[config.mk]
export PLATFORM = sky130hd
export DESIGN_NAME = sar_adc_ctrl_flat
export DESIGN_NICKNAME = d
export VERILOG_FILES = /design/src/rtl/sar_adc_ctrl_if.sv /design/src/rtl/sar_adc_ctrl.sv /design/src/flat_wrapper.sv
export SDC_FILE = /design/constraint.sdc
export NUM_CORES = 1
export LEC_CHECK = 0
export CORE_UTILIZATION = 53
export CTS_BUF_LIST = sky130_fd_sc_hd__clkbuf_8
export CTS_CLUSTER_DIAMETER = 150
export DETAILED_ROUTE_END_ITERATION = 10
export PLACE_DENSITY = 0.84
export SLEW_MARGIN = 0
export SYNTH_ARGS = -nofsm -noshare
export SYNTH_HDL_FRONTEND = slang
export SYNTH_SLANG_ARGS = --single-unit
[constraint.sdc]
create_clock -name clk -period 2 [get_ports clk]
set_clock_uncertainty 0.1 [all_clocks]
set_input_delay 0.4 -clock clk [delete_from_list [all_inputs] [get_ports clk]]
set_output_delay 0.4 -clock clk [all_outputs]
set_load 0.03 [all_outputs]
[src/rtl/sar_adc_ctrl_if.sv]
`default_nettype none
// ============================================================================
// Module   : sar_adc_ctrl_if
// Brief    : Handshake and DAC/comparator bundle for the SAR controller.
// Revision : 1.0 - initial release
// ============================================================================
interface sar_adc_ctrl_if #(
    parameter int NBITS = 3
);
    logic             start;
    logic             add;
    logic [NBITS-1:0] sel_wire;
    logic             sample;
    logic             busy;
    logic             done;
    logic [NBITS-1:0] result;

    modport master (
        input  start,
        input  add,
        output sel_wire,
        output sample,
        output busy,
        output done,
        output result
    );

    modport slave (
        output start,
        output add,
        input  sel_wire,
        input  sample,
        input  busy,
        input  done,
        input  result
    );
endinterface
`default_nettype wire

[src/rtl/sar_adc_ctrl.sv]
`default_nettype none
// ============================================================================
// Module   : sar_adc_ctrl
// Brief    : Parametrised MSB-first successive-approximation controller with
//            start/busy/done handshake. Define SAR_CONT_EN for free-running mode.
// Revision : 1.0 - initial release
// ============================================================================
module sar_adc_ctrl #(
    parameter int NBITS      = 3,
    parameter int SAMPLE_CYC = 2,
    parameter int SETTLE_CYC = 1
) (
    input  wire logic      clk,
    input  wire logic      reset_n,
    sar_adc_ctrl_if.master bus
);

    localparam int c_CNT_MAX = (SAMPLE_CYC > SETTLE_CYC) ? SAMPLE_CYC : SETTLE_CYC;
    localparam int c_CNT_W   = (c_CNT_MAX > 1) ? $clog2(c_CNT_MAX) : 1;
    localparam int c_BIT_W   = (NBITS > 1) ? $clog2(NBITS) : 1;

    localparam logic [c_CNT_W-1:0] c_SAMPLE_LOAD = c_CNT_W'(SAMPLE_CYC - 1);
    localparam logic [c_CNT_W-1:0] c_SETTLE_LOAD = c_CNT_W'(SETTLE_CYC - 1);
    localparam logic [c_BIT_W-1:0] c_MSB         = c_BIT_W'(NBITS - 1);
    localparam logic [c_BIT_W-1:0] c_BIT_ONE     = c_BIT_W'(1);
    localparam logic [c_CNT_W-1:0] c_CNT_ONE     = c_CNT_W'(1);

    typedef enum logic [1:0] {
        S_IDLE    = 2'd0,
        S_SAMPLE  = 2'd1,
        S_CONVERT = 2'd2,
        S_DONE    = 2'd3
    } state_t;

    state_t             r_state;
    state_t             w_state_nxt;
    logic [c_CNT_W-1:0] r_cnt;
    logic [c_CNT_W-1:0] w_cnt_nxt;
    logic [c_BIT_W-1:0] r_bit;
    logic [c_BIT_W-1:0] w_bit_nxt;
    logic [NBITS-1:0]   r_code;
    logic [NBITS-1:0]   w_code_nxt;
    logic [NBITS-1:0]   r_result;
    logic [NBITS-1:0]   w_result_nxt;
    logic [NBITS-1:0]   w_resolved;
    logic [NBITS-1:0]   w_sel;
    logic               w_sample;
    logic               w_busy;
    logic               w_done;

    always_ff @(posedge clk or negedge reset_n) begin
        if (!reset_n) begin
            r_state  <= S_IDLE;
            r_cnt    <= '0;
            r_bit    <= '0;
            r_code   <= '0;
            r_result <= '0;
        end else begin
            r_state  <= w_state_nxt;
            r_cnt    <= w_cnt_nxt;
            r_bit    <= w_bit_nxt;
            r_code   <= w_code_nxt;
            r_result <= w_result_nxt;
        end
    end

    always_comb begin
        w_state_nxt  = r_state;
        w_cnt_nxt    = r_cnt;
        w_bit_nxt    = r_bit;
        w_code_nxt   = r_code;
        w_result_nxt = r_result;
        // Trial bit already set in r_code, so the comparator decides keep/clear.
        w_resolved        = r_code;
        w_resolved[r_bit] = bus.add;

        w_sample = (r_state == S_SAMPLE);
        w_busy   = (r_state != S_IDLE);
        w_done   = (r_state == S_DONE);
        w_sel    = (r_state == S_CONVERT) ? r_code : '0;

        case (r_state)
            S_IDLE: begin
                if (bus.start) begin
                    w_state_nxt = S_SAMPLE;
                    w_cnt_nxt   = c_SAMPLE_LOAD;
                end
            end
            S_SAMPLE: begin
                if (r_cnt == '0) begin
                    w_state_nxt           = S_CONVERT;
                    w_cnt_nxt             = c_SETTLE_LOAD;
                    w_bit_nxt             = c_MSB;
                    w_code_nxt            = '0;
                    w_code_nxt[NBITS-1]   = 1'b1;
                end else begin
                    w_cnt_nxt = r_cnt - c_CNT_ONE;
                end
            end
            S_CONVERT: begin
                if (r_cnt != '0) begin
                    w_cnt_nxt = r_cnt - c_CNT_ONE;
                end else if (r_bit == '0) begin
                    w_state_nxt  = S_DONE;
                    w_code_nxt   = w_resolved;
                    w_result_nxt = w_resolved;
                end else begin
                    w_cnt_nxt                      = c_SETTLE_LOAD;
                    w_bit_nxt                      = r_bit - c_BIT_ONE;
                    w_code_nxt                     = w_resolved;
                    w_code_nxt[r_bit - c_BIT_ONE]  = 1'b1;
                end
            end
            S_DONE: begin
`ifdef SAR_CONT_EN
                w_state_nxt = S_SAMPLE;
                w_cnt_nxt   = c_SAMPLE_LOAD;
`else
                w_state_nxt = S_IDLE;
`endif
            end
            default: begin
                w_state_nxt = S_IDLE;
            end
        endcase
    end

    assign bus.sel_wire = w_sel;
    assign bus.sample   = w_sample;
    assign bus.busy     = w_busy;
    assign bus.done     = w_done;
    assign bus.result   = r_result;

endmodule
`default_nettype wire

[src/flat_wrapper.sv]
// flat-port wrapper written by rule: the top's interface ports become plain ports
module sar_adc_ctrl_flat 
#(
    parameter int NBITS      = 3,
    parameter int SAMPLE_CYC = 2,
    parameter int SETTLE_CYC = 1
)
  (clk, reset_n, bus_start, bus_add, bus_sel_wire, bus_sample, bus_busy, bus_done, bus_result);
  sar_adc_ctrl_if #(.NBITS(NBITS)) bus_i ();
  input  wire logic clk;
  input  wire logic reset_n;
  input wire logic [$bits(bus_i.start)-1:0] bus_start;
  input wire logic [$bits(bus_i.add)-1:0] bus_add;
  output wire logic [$bits(bus_i.sel_wire)-1:0] bus_sel_wire;
  output wire logic [$bits(bus_i.sample)-1:0] bus_sample;
  output wire logic [$bits(bus_i.busy)-1:0] bus_busy;
  output wire logic [$bits(bus_i.done)-1:0] bus_done;
  output wire logic [$bits(bus_i.result)-1:0] bus_result;
  assign bus_i.start = bus_start;
  assign bus_i.add = bus_add;
  assign bus_sel_wire = bus_i.sel_wire;
  assign bus_sample = bus_i.sample;
  assign bus_busy = bus_i.busy;
  assign bus_done = bus_i.done;
  assign bus_result = bus_i.result;
  sar_adc_ctrl #(.NBITS(NBITS), .SAMPLE_CYC(SAMPLE_CYC), .SETTLE_CYC(SETTLE_CYC)) u_core (.clk(clk), .reset_n(reset_n), .bus(bus_i));
endmodule
# After elaboration in Yosys (flattened, before gate mapping)
# Index checks and enable logic that the tools add are counted.
# W data, S select, Z words.
dict set report classes {
  n_addsub 2
  magnitude_cmp 4
  n_eq_ne 8
  n_mux 21
  bitwise_logic 2
  reduce_logical 13
}
# operator n
set op_table {}
lappend op_table {{$mux W2} 6}
lappend op_table {{$mux W3} 4}
lappend op_table {{$ne A2 B2 Y1 const B} 5}
lappend op_table {{$pmux W2 S4} 1}
lappend op_table {{$reduce_and A4 Y1} 2}
lappend op_table {{$lt A2 B3 Y1 const B} 2}
lappend op_table {{$pmux W3 S2} 1}
lappend op_table {{$reduce_and A3 Y1} 2}
lappend op_table {{$reduce_bool A2 Y1} 3}
lappend op_table {{$demux W1 S2} 2}
lappend op_table {{$eq A2 B2 Y1 const B} 2}
lappend op_table {{$ge A2 B1 Y1 const B} 2}
lappend op_table {{$logic_not A2 Y1} 2}
lappend op_table {{$mux W1} 4}
lappend op_table {{$pmux W2 S2} 1}
lappend op_table {{$bwmux W3} 1}
lappend op_table {{$or A3 B3 Y3} 1}
lappend op_table {{$eq A2 B1 Y1 const B} 1}
lappend op_table {{$logic_and A1 B1 Y1} 2}
lappend op_table {{$pmux W1 S2} 1}
lappend op_table {{$reduce_and A2 Y1} 1}
lappend op_table {{$reduce_or A2 Y1} 1}
lappend op_table {{$sub A2 B1 Y2 const B} 1}
lappend op_table {{$not A1 Y1} 1}
lappend op_table {{$sub A1 B1 Y1 const B} 1}
dict set report word_totals {
  register_bits 11
}

# Longest topological paths before layout
dict set report depth {
  word_depth 9
  ltp_mapped 6
  ltp_nobuf 6
}

# Worst setup path before layout
# Ideal clock, no wire load.
dict set report synth_path {
  path_kind {reg2out}
  start {reg u_core.r_state[0]}
  end {out bus_sel_wire[2]}
  arrival_time_ns 1.261
  t_required_ns 1.500
  setup_slack_ns 0.239
  stages_incl_launch_ff 5
  path_buffers 0
  path_cell_list {dfrtp_1 > inv_1 > ha_1 > inv_1 > nor2_1}
}
dict set report synth_via {
  elab_chain_len 2
}
# item line
set synth_rtl {}
lappend synth_rtl {{start, declared} sar_adc_ctrl.sv:35} ;# state_t r_state;
lappend synth_rtl {{start signal, assigned} sar_adc_ctrl.sv:59} ;# r_state <= w_state_nxt;
lappend synth_rtl {{$eq A2 B2 Y1} sar_adc_ctrl.sv:80} ;# w_sel = (r_state == S_CONVERT) ? r_code : '0;
lappend synth_rtl {{$mux W3} sar_adc_ctrl.sv:80}
lappend synth_rtl {{end, declared} flat_wrapper.sv:14} ;# output wire logic [$bits(bus_i.sel_wire)-1:0] bus_sel_wire;
# No other way between the ends.

# Worst setup path in the final report
dict set report layout_path {
  start {reg u_core.r_state[0]}
  end {out bus_busy}
}
dict set report layout_via {
  elab_chain_len 1
}
# item line
set layout_rtl {}
lappend layout_rtl {{$reduce_bool A2 Y1} sar_adc_ctrl.sv:78} ;# w_busy = (r_state != S_IDLE);
lappend layout_rtl {{end, declared} flat_wrapper.sv:16} ;# output wire logic [$bits(bus_i.busy)-1:0] bus_busy;
# No other way between the ends.

==> key figures <==
Flow run
  • Maxcap violations: 0

Min path
  • Type of the most critical hold path: register to register

Floorplan
  • Row Count: 12
  • Die height: 38.97 microns
  • IO Pins: 13
  • Core area: 1186 sq um
  • Die ar.: 1519 sq um
  • Die Width: 38.97 microns
  • Starting density of the core: 0.6108

Placement
  • Gpl congestion: 0.8085
  • Detailed placer's ending HPWL: 1104 microns
  • Placed insts: 104
  • Post-DP Area: 877.1 sq um
  • Setup Slack @ Placement: 0.06134 ns
  • # port buffers: 12

Cells and area
  • Fin area: 945.9 sq um
  • Area grow syn2layout: 30.57%
  • Non-Filler Instances: 110
  • Fraction of layout instances using a drive strength above 1: 0.1979
  • Fin util: 0.7975
  • Fillers: 74
  • Final #Nets: 111
  • Inserted Diodes: 0

Synthesis
  • Seq cells post-synth: 11
  • EDFF count, synth: 0
  • Sequential share of the synthesized area: 0.3800
  • Predominant post-synthesis flop cell: dfrtp_1
  • Synth Area per Inst: 9.659 sq um
  • Netlist cell types: 26
  • Cells after synthesis: 75
  • Warnings, synthesis: 0
  • Synth area leader: dfrtp_1
  • Async set-reset flop share out of synthesis: 1.000
  • Mapped cell area: 724.4 sq um
  • Synth top area share: 0.3800
  • Syn nets: 89
  • Synth area leaders: dfrtp_1, ha_1, inv_1, a21oi_1, o21ai_0

Global routing
  • Total GRT Usage: 0.2633
  • Met3 usage: 0.01734
  • Met1 Use GR: 0.3345
  • Initial antenna violation count: 0
  • Met2 Usage GRT: 0.4583
  • GRT Residual Overflow: 0
  • Largest net degree at the start of global routing: 12
  • Grt peak-use layer: met2
  • Vias in the first global route: 594
  • First-pass GRT wire length: 2642 microns

Drt
  • WL final: 1684 microns
  • Detail Route Antenna Nets: 0
  • Initial drt markers: 15
  • Total number of vias: 635
  • Vias per inst: 5.773
  • DRT Pass-1 Iters: 5
  • Drc violations: 0
  • Routed wire per std cell: 15.31 microns

Clocking
  • CTS Buf Count: 3
  • Clk Tree Root Cell: clkbuf_8
  • CTS Hold Bufs: 0
  • H-Tree Depth: 1
  • CTS tree: built
  • Clock sink count: 11
  • Clock Path Buffers: 2
  • Clk_lat worst skew: 0.23 ns
  • CTS clk-pin slew, worst paths: 0.05 ns

Timing
  • Final worst setup slack: 0.07121 ns
  • Max Clk Rate: 518.5 MHz
  • Slew margin rel.: 0.6482
  • Final Cycle Share: 0.9644
  • Setup TNS: 0 ns
  • Minimum hold slack: 0.3892 ns
  • Finish-stage setup viols: 0
  • Minimum clock period: 1.929 ns
  • Hold Vio Cnt, Final: 0
  • Worst-Margin Slew: 0.5261 ns
  • RSZ-0062 raised after global routing: false
  • Final Max Slew Viols: 0

Status
  • Status: finished, final reports clean

Setup path
  • CP required: 1.50 ns
  • Startpoint types: register
  • Critical Path Sink Type: primary output
  • Crit path kind: register to primary output
  • Crit path DAT: 1.43 ns
  • Max FO, Critical Path: 3

Pwr
  • Leak pwr: 0.4665 nW
  • Power per cell area: 1875 nW/um^2
  • Worst VDD drop: 1.066 mV
  • Tot Pwr: 1.774 mW
[final timing paths]
| check | from | endpoint | slack, ns | cells past startpoint |
|---|---|---|---|---|
| worst min-delay path | u_core.bus.result[1] | u_core.bus.result[1] | 0.39 | 2 |
| worst max register to register | u_core.r_state[0] | u_core.r_code[2] | 0.21 | 8 |
| worst min register to register | u_core.bus.result[1] | u_core.bus.result[1] | 0.39 | 2 |
| max in group asynchronous | reset_n | u_core.r_state[0] | 1.04 | 1 |
| min in group asynchronous | reset_n | u_core.bus.result[2] | 0.41 | 1 |
| worst max-delay path | u_core.r_state[0] | bus_busy | 0.07 | 4 |
[cell type report]
cell class	instances	area, sq um	area share
Inverter	11	41.29	0.04365
Sequential cell	11	275.3	0.2910
Clock buffer	3	41.29	0.04365
Clock inverter	1	3.754	0.003968
Tap cell	14	17.52	0.01852
Timing Repair Buffer	17	146.4	0.1548
Multi-Input combinational cell	53	420.4	0.4444
[flip-flops by register name (all words and copies together) (netlist names)]
name	flops
u_core.bus.result	3
u_core.r_code	3
u_core.r_bit	2
u_core.r_state	2
u_core.r_cnt	1
[power breakdown]
part | leakage (nW) | internal [mW] | switching [mW]
Clock | 0.0269 | 0.135 | 0.0811
Combinational | 0.307 | 0.481 | 0.660
Sequential | 0.133 | 0.326 | 0.0910
[repair_timing]
item,4_1_cts,5_1_grt
gates resized for setup,5,0
endpoints found under the setup margin,6,1
pin swaps,0,1
buffers inserted,0,2
[per-layer routing]
| metal | wire length [microns] | share of wire |
|---|---|---|
| met5 | 0 | 0 |
| met4 | 29 | 0.017 |
| met3 | 69 | 0.041 |
| met2 | 867 | 0.51 |
| met1 | 717 | 0.43 |
[worst max-delay path, cell delays in order, from the launching register on]
cell           delay (ns)
dfrtp_1              0.37
inv_1                0.08
ha_1                 0.22
inv_1                0.11
dlygate4sd2_1        0.41
[cell usage in the layout (no fill, tap or decap), drive strengths merged]
cell type,count
inv,12
nor3b,1
nor2,6
nand2,5
clkdlybuf4s50,6
nor4,1
dfrtp,11
nand3,2
o21ai,7
nor2b,1
a22oi,1
a21oi,5
o221ai,1
nor3,1
ha,10
o22a,1
o22ai,2
a32oi,1
mux2i,2
dlygate4sd2,3
a21o,1
clkbuf,3
buf,8
o21bai,1
and2,2
mux2,2
[Yosys cell counts (2+ instances only)]
master / n
o21ai_0: 5
dfrtp_1: 11
mux2i_1: 2
inv_1: 11
ha_1: 10
nor2_1: 6
and2_2: 2
o22ai_1: 2
nand2_1: 5
a21oi_1: 5
[kinds of logic (layout without fill, tap and decap cells)]
kind of cell	after synthesis	in the layout	synth area share
buffers and inverters	11	32	0.05700
multiplexers	4	4	0.06390
AO/OA/AOI/OAI	20	20	0.1934
AND/OR/NAND/NOR	19	19	0.1330
flip-flops	11	11	0.3800
adder cells (fa/ha/maj)	10	10	0.1727
No activity file was read; power rests on OpenSTA's default activity.
